## src/rtl/hyperbus_cfg_pkg.sv

```systemverilog
// Shared types for the HyperBus boot-time configuration sequencer: table entry
// layout, sequencer states and default controller register offsets.
package hyperbus_cfg_pkg;

    localparam int unsigned CFG_ADDR_W = 32;
    localparam int unsigned CFG_DATA_W = 32;
    localparam int unsigned CFG_STRB_W = CFG_DATA_W / 8;

    // Fields are sized for the widest supported reg bus; the sequencer slices them.
    typedef struct packed {
        logic [CFG_ADDR_W-1:0] addr;
        logic [CFG_DATA_W-1:0] data;
        logic [CFG_STRB_W-1:0] strb;
    } cfg_entry_t;

    typedef enum logic [1:0] {
        ST_IDLE  = 2'd0,
        ST_ISSUE = 2'd1,
        ST_DONE  = 2'd2,
        ST_ERR   = 2'd3
    } cfg_state_e;

    localparam logic [CFG_ADDR_W-1:0] REG_T_LATENCY_ACCESS = 32'h0000_0000;
    localparam logic [CFG_ADDR_W-1:0] REG_T_BURST_MAX      = 32'h0000_0004;
    localparam logic [CFG_ADDR_W-1:0] REG_ADDR_MAP_BASE    = 32'h0000_0020;

    function automatic cfg_entry_t cfg_entry(input logic [CFG_ADDR_W-1:0] addr,
                                             input logic [CFG_DATA_W-1:0] data,
                                             input logic [CFG_STRB_W-1:0] strb);
        cfg_entry_t e;
        e.addr = addr;
        e.data = data;
        e.strb = strb;
        return e;
    endfunction

endpackage

```

## src/rtl/hyperbus_cfg_timer.sv

```systemverilog
// Per-write timeout counter: counts while enabled, saturates at TimeoutCycles-1
// and flags expiry there.
module hyperbus_cfg_timer #(
    parameter int unsigned TimeoutCycles = 1024,
    localparam int unsigned CntWidth = (TimeoutCycles > 2) ? $clog2(TimeoutCycles) : 1
) (
    input  logic                clk_i,
    input  logic                rst_i,
    input  logic                clr_i,
    input  logic                en_i,
    input  logic                load_i,
    input  logic [CntWidth-1:0] load_val_i,
    output logic                expired_o
);

    logic [CntWidth-1:0] count_q;

    assign expired_o = (count_q == CntWidth'(TimeoutCycles - 1));

    always_ff @(posedge clk_i) begin
        if (rst_i || clr_i) begin
            count_q <= '0;
        end else if (load_i) begin
            count_q <= load_val_i;
        end else if (en_i && !expired_o) begin
            count_q <= count_q + 1'b1;
        end
    end

endmodule

```

## src/rtl/hyperbus_cfg_seq.sv

```systemverilog
// Boot-time configuration sequencer in front of the HyperBus reg-bus port:
// replays CfgTable as writes, then becomes a combinational host pass-through.
module hyperbus_cfg_seq
    import hyperbus_cfg_pkg::*;
#(
    parameter int unsigned RegAddrWidth  = 32,
    parameter int unsigned RegDataWidth  = 32,
    parameter int unsigned NumEntries    = 4,
    parameter cfg_entry_t [NumEntries-1:0] CfgTable = '0,
    parameter int unsigned AutoStart     = 1,
    parameter int unsigned TimeoutCycles = 1024
) (
    input  logic                      clk_i,
    input  logic                      rst_i,
    input  logic                      cfg_start_i,
    output logic                      busy_o,
    output logic                      done_o,
    output logic                      error_o,
    output logic [3:0]                err_idx_o,
    output logic [1:0]                dbg_state_o,
    input  logic [RegAddrWidth-1:0]   host_req_addr_i,
    input  logic                      host_req_write_i,
    input  logic [RegDataWidth-1:0]   host_req_wdata_i,
    input  logic [RegDataWidth/8-1:0] host_req_wstrb_i,
    input  logic                      host_req_valid_i,
    output logic [RegDataWidth-1:0]   host_rsp_rdata_o,
    output logic                      host_rsp_ready_o,
    output logic                      host_rsp_error_o,
    output logic [RegAddrWidth-1:0]   rbus_req_addr_o,
    output logic                      rbus_req_write_o,
    output logic [RegDataWidth-1:0]   rbus_req_wdata_o,
    output logic [RegDataWidth/8-1:0] rbus_req_wstrb_o,
    output logic                      rbus_req_valid_o,
    input  logic [RegDataWidth-1:0]   rbus_rsp_rdata_i,
    input  logic                      rbus_rsp_ready_i,
    input  logic                      rbus_rsp_error_i
);

    localparam int unsigned StrbWidth = RegDataWidth / 8;
    localparam logic [3:0]  LastIdx   = 4'(NumEntries - 1);

    cfg_state_e state_q, state_d;
    logic [3:0] index_q, index_d;
    logic [3:0] err_idx_q, err_idx_d;
    logic       done_q, done_d;
    logic       error_q, error_d;
    logic       pend_q, pend_d;
    logic       first_q;
    logic       tmr_expired;
    cfg_entry_t cur_entry;

    // Registered index selects the entry; a loop keeps the index width lint-clean.
    always_comb begin
        cur_entry = '0;
        for (int i = 0; i < int'(NumEntries); i++) begin
            if (index_q == 4'(i)) cur_entry = CfgTable[i];
        end
    end

    hyperbus_cfg_timer #(
        .TimeoutCycles (TimeoutCycles)
    ) u_timer (
        .clk_i      (clk_i),
        .rst_i      (rst_i),
        .clr_i      ((state_q != ST_ISSUE) || rbus_rsp_ready_i),
        .en_i       (state_q == ST_ISSUE),
        .load_i     (1'b0),
        .load_val_i ('0),
        .expired_o  (tmr_expired)
    );

    always_ff @(posedge clk_i) begin
        if (rst_i) begin
            state_q   <= ST_IDLE;
            index_q   <= '0;
            err_idx_q <= '0;
            done_q    <= 1'b0;
            error_q   <= 1'b0;
            pend_q    <= 1'b0;
            first_q   <= 1'b1;
        end else begin
            state_q   <= state_d;
            index_q   <= index_d;
            err_idx_q <= err_idx_d;
            done_q    <= done_d;
            error_q   <= error_d;
            pend_q    <= pend_d;
            first_q   <= 1'b0;
        end
    end

    always_comb begin
        state_d   = state_q;
        index_d   = index_q;
        err_idx_d = err_idx_q;
        done_d    = done_q;
        error_d   = error_q;
        pend_d    = pend_q;
        unique case (state_q)
            ST_IDLE: begin
                if (((AutoStart != 0) && first_q) || cfg_start_i) begin
                    state_d = ST_ISSUE;
                    index_d = '0;
                end
            end
            ST_ISSUE: begin
                if (rbus_rsp_ready_i) begin
                    if (rbus_rsp_error_i) begin
                        error_d   = 1'b1;
                        err_idx_d = index_q;
                        state_d   = ST_ERR;
                    end else if (index_q == LastIdx) begin
                        done_d  = 1'b1;
                        state_d = ST_DONE;
                    end else begin
                        index_d = index_q + 4'd1;
                    end
                end else if (tmr_expired) begin
                    error_d   = 1'b1;
                    err_idx_d = index_q;
                    state_d   = ST_ERR;
                end
            end
            ST_DONE, ST_ERR: begin
                if (cfg_start_i) pend_d = 1'b1;
                // Restart only between host transfers so none is cut in half.
                if ((cfg_start_i || pend_q) && !host_req_valid_i) begin
                    pend_d  = 1'b0;
                    done_d  = 1'b0;
                    error_d = 1'b0;
                    index_d = '0;
                    state_d = ST_ISSUE;
                end
            end
        endcase
    end

    always_comb begin
        rbus_req_addr_o  = '0;
        rbus_req_write_o = 1'b0;
        rbus_req_wdata_o = '0;
        rbus_req_wstrb_o = '0;
        rbus_req_valid_o = 1'b0;
        host_rsp_rdata_o = '0;
        host_rsp_ready_o = 1'b0;
        host_rsp_error_o = 1'b0;
        unique case (state_q)
            ST_ISSUE: begin
                rbus_req_addr_o  = cur_entry.addr[RegAddrWidth-1:0];
                rbus_req_write_o = 1'b1;
                rbus_req_wdata_o = cur_entry.data[RegDataWidth-1:0];
                rbus_req_wstrb_o = cur_entry.strb[StrbWidth-1:0];
                rbus_req_valid_o = 1'b1;
            end
            ST_DONE, ST_ERR: begin
                rbus_req_addr_o  = host_req_addr_i;
                rbus_req_write_o = host_req_write_i;
                rbus_req_wdata_o = host_req_wdata_i;
                rbus_req_wstrb_o = host_req_wstrb_i;
                rbus_req_valid_o = host_req_valid_i;
                host_rsp_rdata_o = rbus_rsp_rdata_i;
                host_rsp_ready_o = rbus_rsp_ready_i;
                host_rsp_error_o = rbus_rsp_error_i;
            end
            default: ;
        endcase
    end

    assign busy_o      = (state_q == ST_ISSUE);
    assign done_o      = done_q;
    assign error_o     = error_q;
    assign err_idx_o   = err_idx_q;
    assign dbg_state_o = state_q;

endmodule

```

## config.mk

```make
export PLATFORM = sky130hd
export DESIGN_NAME = hyperbus_cfg_seq
export DESIGN_NICKNAME = d
export VERILOG_FILES = /design/src/rtl/hyperbus_cfg_pkg.sv /design/src/rtl/hyperbus_cfg_timer.sv /design/src/rtl/hyperbus_cfg_seq.sv
export SDC_FILE = /design/constraint.sdc
export NUM_CORES = 1
export LEC_CHECK = 0
export BUFFER_PORTS_ARGS = -buffer_cell sky130_fd_sc_hd__buf_2
export CAP_MARGIN = 30
export CORE_AREA = 2 2 84 86
export CTS_BUF_LIST = sky130_fd_sc_hd__clkbuf_8
export DETAILED_ROUTE_END_ITERATION = 8
export DIE_AREA = 0 0 86 88
export GPL_TIMING_DRIVEN = 0
export PLACE_DENSITY = 0.7
export SETUP_SLACK_MARGIN = 0.4
export SLEW_MARGIN = 20
export SYNTH_ARGS = -nofsm -noshare
export SYNTH_HDL_FRONTEND = slang
export SYNTH_SLANG_ARGS = --single-unit
```

## constraint.sdc

```tcl
create_clock -name clk_i -period 2.5 [get_ports clk_i]
set_input_delay 0.5 -clock clk_i [delete_from_list [all_inputs] [get_ports clk_i]]
set_output_delay 0.5 -clock clk_i [all_outputs]
set_load 0.005 [all_outputs]
```

==> results.md, run 1 <==
* Status: finished clean
* Syn Area/Cell at 7.82 µm²
* Synth warn at 0
* Slowest-stage cell, CP: dfxtp_4
* Post-Synthesis Cell Area at 1900 µm²
* Die area at 7570 µm²
* Peak VDD IR at 0.364 mV
* Worst endpoint required time at ~2000 ps
* Yosys cell types at 40
* Final #Nets at approximately 580
* Remaining Overflow, GRT at 0
* DRC at 0
* First-pass iteration count of the detailed router at 4
* I/O pins at 220
* Gr usage total at approximately a fifth
* Port Buffers at about 220
* Flops & latches, synth at 24
* Max-slew violation count at 0
* Crit path capture type: output pin
* TritonCTS clock tree: built
* Combinational fraction of design power at 28.6%
* Setup crit start kind: register
* Pleak at approximately 1.9 nW
* Routability congestion estimate at 0.867
* Tightest Pin Transition at 414 ps
* Clock power frac at 33.1%
* Initial Util at 28.6%
* Area grow syn2layout at 68.0%
* # setup viols final at 0
* Final Hold Fails at 0
* Max Fanout on Critical Path at 10
* Pint at between 0.7 and 0.8 mW
* Final worst path period share at 80.3%
* Initial DRC count at 58
* Most frequent cell after synthesis: and2_1
* Top cells by area, synth: and2_1, dfxtp_1, mux2i_1
* Fmax at 498 MHz
* CORE AREA at 6640 µm²
* WL/cell at about 15 µm
* Fin cells at between 500 and 600
* Post-Place Cell Area at 3100 µm²
* Final WL at 7990 µm
* Final ANT Viol Nets at 0
* Chip Width at about 86 µm
* Pwr/cell area at 329 nW/µm²
* Min-Delay Path Class: input pin to register
* Clock latency on the worst-skew pair at between 200 and 300 ps
* Flop pwr share at 38.3%
* Ys async rst share at 0%
* H-tree levels at 1
* Worst path max stage delay at 390 ps
* Max_cap viols at 0
* Cell taking the most area after synthesis: and2_1
* Clk buf depth at 2
* Vias at 2487
* Yosys top cell area share at 34.3%
* Worst slew margin at 72.2%
* CTS root buf: clkbuf_8
* CTS Buf Count at 3
* Clk sink count at 24
* Pin count of the biggest net entering global routing at 15
* Worst-path clk slew at around 90 ps
* Switching power at 0.278 mW
* Post-CTS Setup Inserts at 0
* TNS Setup at 0 ps
* Initial antenna violation count at 6
* Crit Path Category: register to output pin
* EDFF count, synth at 0
* Final Instance Area at 3190 µm²
* Via density at around 4.5
* CP arrival at about 1500 ps
* Placed Cells incl. Taps at 542
* Min Tclk post-route at 2010 ps
* Ys flop type: dfxtp_1
* Die height at 88 µm
* Post-Syn Nets at 352
* Layout cells sized above 1 at roughly half
* Switching Fraction at 26.5%
* Crit path cell chain: buf_6, buf_4, clkbuf_4, and2_1, buf_2
* Synth top cells by count: and2_1, dfxtp_1, nand2b_1
* First-pass GRT wire length at 11800 µm
* Vias in the first global route at 2309
* Placed wire-length estimate at just under 7000 µm
* Syn Inst Count at approximately 240
* RSZ-0062 raised after global routing: false
* Post-synthesis sequential area ratio at 25.3%
* # rows at 30
* Clock skew at 3.20 ps
## flip-flops by register name, indices dropped and copies added, names as in the netlist
name / flops
error_o: 1
u_timer.count_q: 10
err_idx_o: 4
index_q: 4
done_o: 1
pend_q: 1
dbg_state_o: 2
first_q: 1
## layout by cell type, fill, tap and decap left out, types with 2 or more instances in the layout
master,count
buf_2,219
and2_1,104
dfxtp_1,23
nand2b_1,13
nor2_1,11
nand2_1,10
mux2i_1,9
clkbuf_1,7
a21oi_1,6
nand3_1,5
xor2_1,5
nor3_1,4
buf_6,3
a21o_1,3
o21ai_0,3
o21a_1,3
clkbuf_8,3
diode_2,2
nor2b_1,2
clkbuf_4,2
clkbuf_2,2
and3_1,2
and4b_1,2
o2111ai_1,2
ha_1,2
## power groups by stage
stage          sequential, mW  clock, mW  combinational (mW)
6_report                0.401      0.348               0.300
5_1_grt                 0.403      0.368               0.333
4_1_cts                 0.402      0.351               0.302
3_5_place_dp            0.411          0               0.299
3_3_place_gp            0.410          0               0.293
2_1_floorplan           0.408          0               0.125
## worst max-delay path: cells and delay by family (launching register included)
kind,cells,cell delay (ps)
flip-flops,1,390
buffers and inverters,4,650
AND/OR/NAND/NOR,1,190
## timing repair
action,4_1_cts,5_1_grt
gates resized for setup,6,6
cloned,0,0
setup endpoints to repair,40,38
hold buffers,0,0
## per-stage QoR
step	util, %	total power, mW	setup slack (ps)	hold WS [ps]
after floorplan	-	0.533	931	460
after global placement	46.6	0.704	449	444
after detailed placement	46.6	0.709	440	451
after CTS	47.8	1.05	393	412
after global routing	48.0	1.10	406	407
final	48.0	1.05	492	417
## routing by layer
metal  routed length [µm]  vias to the layer above  part of all wire (%)  GRT usage, %
met5                   23                        -                  0.29             0
met2                 3600                      105                    45          30.9
met4                  119                        4                   1.5          5.63
li1                     -                     1241                     -             -
met3                  908                       18                    11          7.73
met1                 3330                     1119                    42          25.2
## worst paths after layout
| kind | start | endpoint | slack [ps] | cells past startpoint |
|---|---|---|---|---|
| min | rst_i | first_q | 420 | 1 |
| min reg2reg | error_o | error_o | 470 | 1 |
| max | dbg_state_o[1] | rbus_req_addr_o[28] | 490 | 5 |
| max reg2reg | u_timer.count_q[0] | u_timer.count_q[6] | 940 | 5 |
## cell families (layout without fill, tap and decap cells)
family	after synthesis	in the layout	synth area share, %
and+or+nand+nor	164	164	52.8
buffers and inverters	16	239	4.22
AOI/OAI and AO/OA	23	23	9.29
DFF	24	24	25.3
xor gates and xnor gates	5	5	2.31
muxes	9	9	4.74
adders and majority gates	2	2	1.32
other	0	2	0
## area by class of cell
class,count,area (µm²)
buffer,15,92.6
multi-input combinational,203,1340
sequential,24,484
clock inverter,1,30.0
inverter,1,3.75
clock buffer,3,41.3
timing repair buffer,219,1100
tap,80,100
antenna,2,5.00
fill,692,3450
Power figures use the tool's default switching activity.
==> run 2, diff against run 1 <==
--- a/config.mk
+++ b/config.mk
@@ -7,12 +7,12 @@
 export LEC_CHECK = 0
 export BUFFER_PORTS_ARGS = -buffer_cell sky130_fd_sc_hd__buf_2
 export CAP_MARGIN = 30
-export CORE_AREA = 2 2 84 86
+export CORE_AREA = 2 2 86 88
 export CTS_BUF_LIST = sky130_fd_sc_hd__clkbuf_8
 export DETAILED_ROUTE_END_ITERATION = 8
-export DIE_AREA = 0 0 86 88
+export DIE_AREA = 0 0 88 90
 export GPL_TIMING_DRIVEN = 0
-export PLACE_DENSITY = 0.7
+export PLACE_DENSITY = 0.68
 export SETUP_SLACK_MARGIN = 0.4
 export SLEW_MARGIN = 20
 export SYNTH_ARGS = -nofsm -noshare
==> constraint.sdc (replaced) <==
create_clock -name clk_i -period 2.08 [get_ports clk_i]
set_input_delay 0.416 -clock clk_i [delete_from_list [all_inputs] [get_ports clk_i]]
set_output_delay 0.416 -clock clk_i [all_outputs]
set_load 0.005 [all_outputs]
==> results.md, run 2 (synthesis results as in run 1) <==
* Largest reg by FF count: u_timer.count_q
* Status: finished clean
* Worst slew margin at 69.0%
* DRC at 0
* Clock skew at 5.57 ps
* Crit Path Category: register to output pin
* Reg2reg path depth at 5
* Die area at just under 8000 µm²
* Final Instance Area at 3320 µm²
* CP arrival at roughly 1300 ps
* Min-Delay Path Class: input pin to register
* Pleak at 1.94 nW
* Clk sink count at 24
* H-tree levels at 1
* Pin count of the biggest net entering global routing at 15
* Delay-heaviest family, CP: buffers and inverters
* Placed wire-length estimate at 5880 µm
* Final ANT Viol Nets at 0
* TNS Setup at 0 ps
* Vias in the first global route at around 2300
* Area grow syn2layout at 74.9%
* Peak VDD IR at about 0.25 mV
* CTS Buf Count at 3
* Multi-input combinational cell area at 1350 µm²
* Worst slack, placed at 179 ps
* CTS root buf: clkbuf_8
* Worst r2r dst: u_timer.count_q[6]
* # setup viols final at 0
* Port Buffers at 219
* Layout cells sized above 1 at 53.6%
* Slowest-stage cell, CP: dfxtp_4
* Hold path depth at 1
* Crit path buf inv count at 4
* WL/cell at 12.3 µm
* TritonCTS clock tree: built
* Worst path max stage delay at 350 ps
* Crit path capture type: output pin
* Max_cap viols at 0
* # rows at 31
* PnR worst setup slack at 365 ps
* Crit path cell chain: buf_8, buf_8, clkbuf_8, and2_1, buf_2
* I/O pins at 220
* Max reg flops at 10
* Worst-path clk slew at 90 ps
* Chip Width at 88 µm
* WHS Endpoint: first_q
* Worst endpoint required time at 1660 ps
* Worst R2R Start: u_timer.count_q[0]
* Remaining Overflow, GRT at 0
* Die height at 90 µm
* Initial DRC count at 77
* Min Tclk post-route at between 1500 and 2000 ps
* CORE AREA at 7020 µm²
* Hold Path Origin: rst_i
* Tightest Pin Transition at 461 ps
* Clock latency on the worst-skew pair at 270 ps
* Clk buf depth at 2
* Cell mode on critical path: buf_8
* Final worst path period share at 82.5%
* Final WL at 7000 µm
* Core Util, Final at 47.3%
* First-pass GRT wire length at about 11000 µm
* Fin cells at 569
* Fmax at 583 MHz
* Worst reg2reg setup slack at 550 ps
* First-pass iteration count of the detailed router at 4
* Pwr/cell area at 383 nW/µm²
* Routability congestion estimate at 0.866
* Diodes inserted at 0
* Initial Util at 27.1%
* Vias at 2452
* Commonest non-fill, non-tap cell in the layout: buf_2
* Setup crit start kind: register
* Initial antenna violation count at 0
* RSZ-0062 raised after global routing: true
* Final Hold Fails at 0
* Final #Nets at 580
* Gr usage total at 16.2%
* Post-Place Cell Area at 3120 µm²
* Max Fanout on Critical Path at 10
* Max-slew violation count at 0
* Placed Cells incl. Taps at approximately 560
* Sequential cell area at 485 µm²
* Via density at 4.31
* FILL cells at 699
* Most frequent cells in the layout: buf_2, and2_1, dfxtp_1
## run 2: cell types whose count changed in the layout (fill, tap and decap cells not counted), moves of 2 or more
cell	delta
clkbuf_8	+4
diode_2	-2
clkbuf_1	-6
and2_4	+2
clkbuf_2	+2
buf_8	+2
buf_4	+2
and2_1	-2
clkbuf_4	-2
## run 2: how the worst max path moves through the flow
| stage | from | end | slack (ps) | depth (start not counted) |
|---|---|---|---|---|
| floorplan | dbg_state_o[1] | host_rsp_rdata_o[0] | 590 | 4 |
| global placement | dbg_state_o[1] | host_rsp_rdata_o[14] | 240 | 5 |
| detailed placement | dbg_state_o[1] | rbus_req_addr_o[18] | 180 | 5 |
| CTS | dbg_state_o[1] | host_rsp_rdata_o[14] | 350 | 5 |
| global route | dbg_state_o[1] | host_rsp_rdata_o[17] | 310 | 5 |
| finish | dbg_state_o[1] | host_rsp_rdata_o[14] | 360 | 5 |
## run 2: timing repair
action,in CTS,in global routing
setup buffers,4,0
endpoints found under the hold margin,0,0
resized for setup,26,7
cloned,0,0
hold buffers,0,0
endpoints found under the setup margin,104,65
## run 2: where the power goes
group | switching, mW | total (mW) | internal, mW
sequential | 0.0116 | 0.482 | 0.470
clock | 0.154 | 0.411 | 0.257
combinational | 0.157 | 0.379 | 0.222
total | 0.323 | 1.27 | 0.949
## run 2: metal layers
layer / vias up / track usage [%] / share of wire, %
li1: 1247 / - / -
met4: 0 / 5.00 / 2.1
met3: 10 / 1.93 / 7.9
met1: 1068 / 18.8 / 41
met2: 127 / 30.1 / 49
met5: - / 0 / 0
## run 2: cell type report
cell class                 instances  share of cell area, %
clock inverter                     1                  0.904
timing repair buffer             223                   34.7
buffer                            15                   4.22
multi-input combinational        203                   40.5
sequential                        24                   14.6
tap                               99                   3.73
clock buffer                       3                   1.24
inverter                           1                  0.113
## run 2: through the flow
| step | hold slack [ps] | power (mW) |
|---|---|---|
| 4_1_cts | 346 | 1.29 |
| 3_3_place_gp | 448 | 0.838 |
| 5_1_grt | 344 | 1.34 |
| 3_5_place_dp | 460 | 0.845 |
| 6_report | 356 | 1.27 |
| 2_1_floorplan | 444 | 0.641 |
## run 2: worst register-to-register path, cell delays in order (launching register included)
cell and delay [ps]:
dfxtp_1 380, ha_1 220, and3b_2 240, o211ai_1 140
or3_1 340, a21oi_1 140
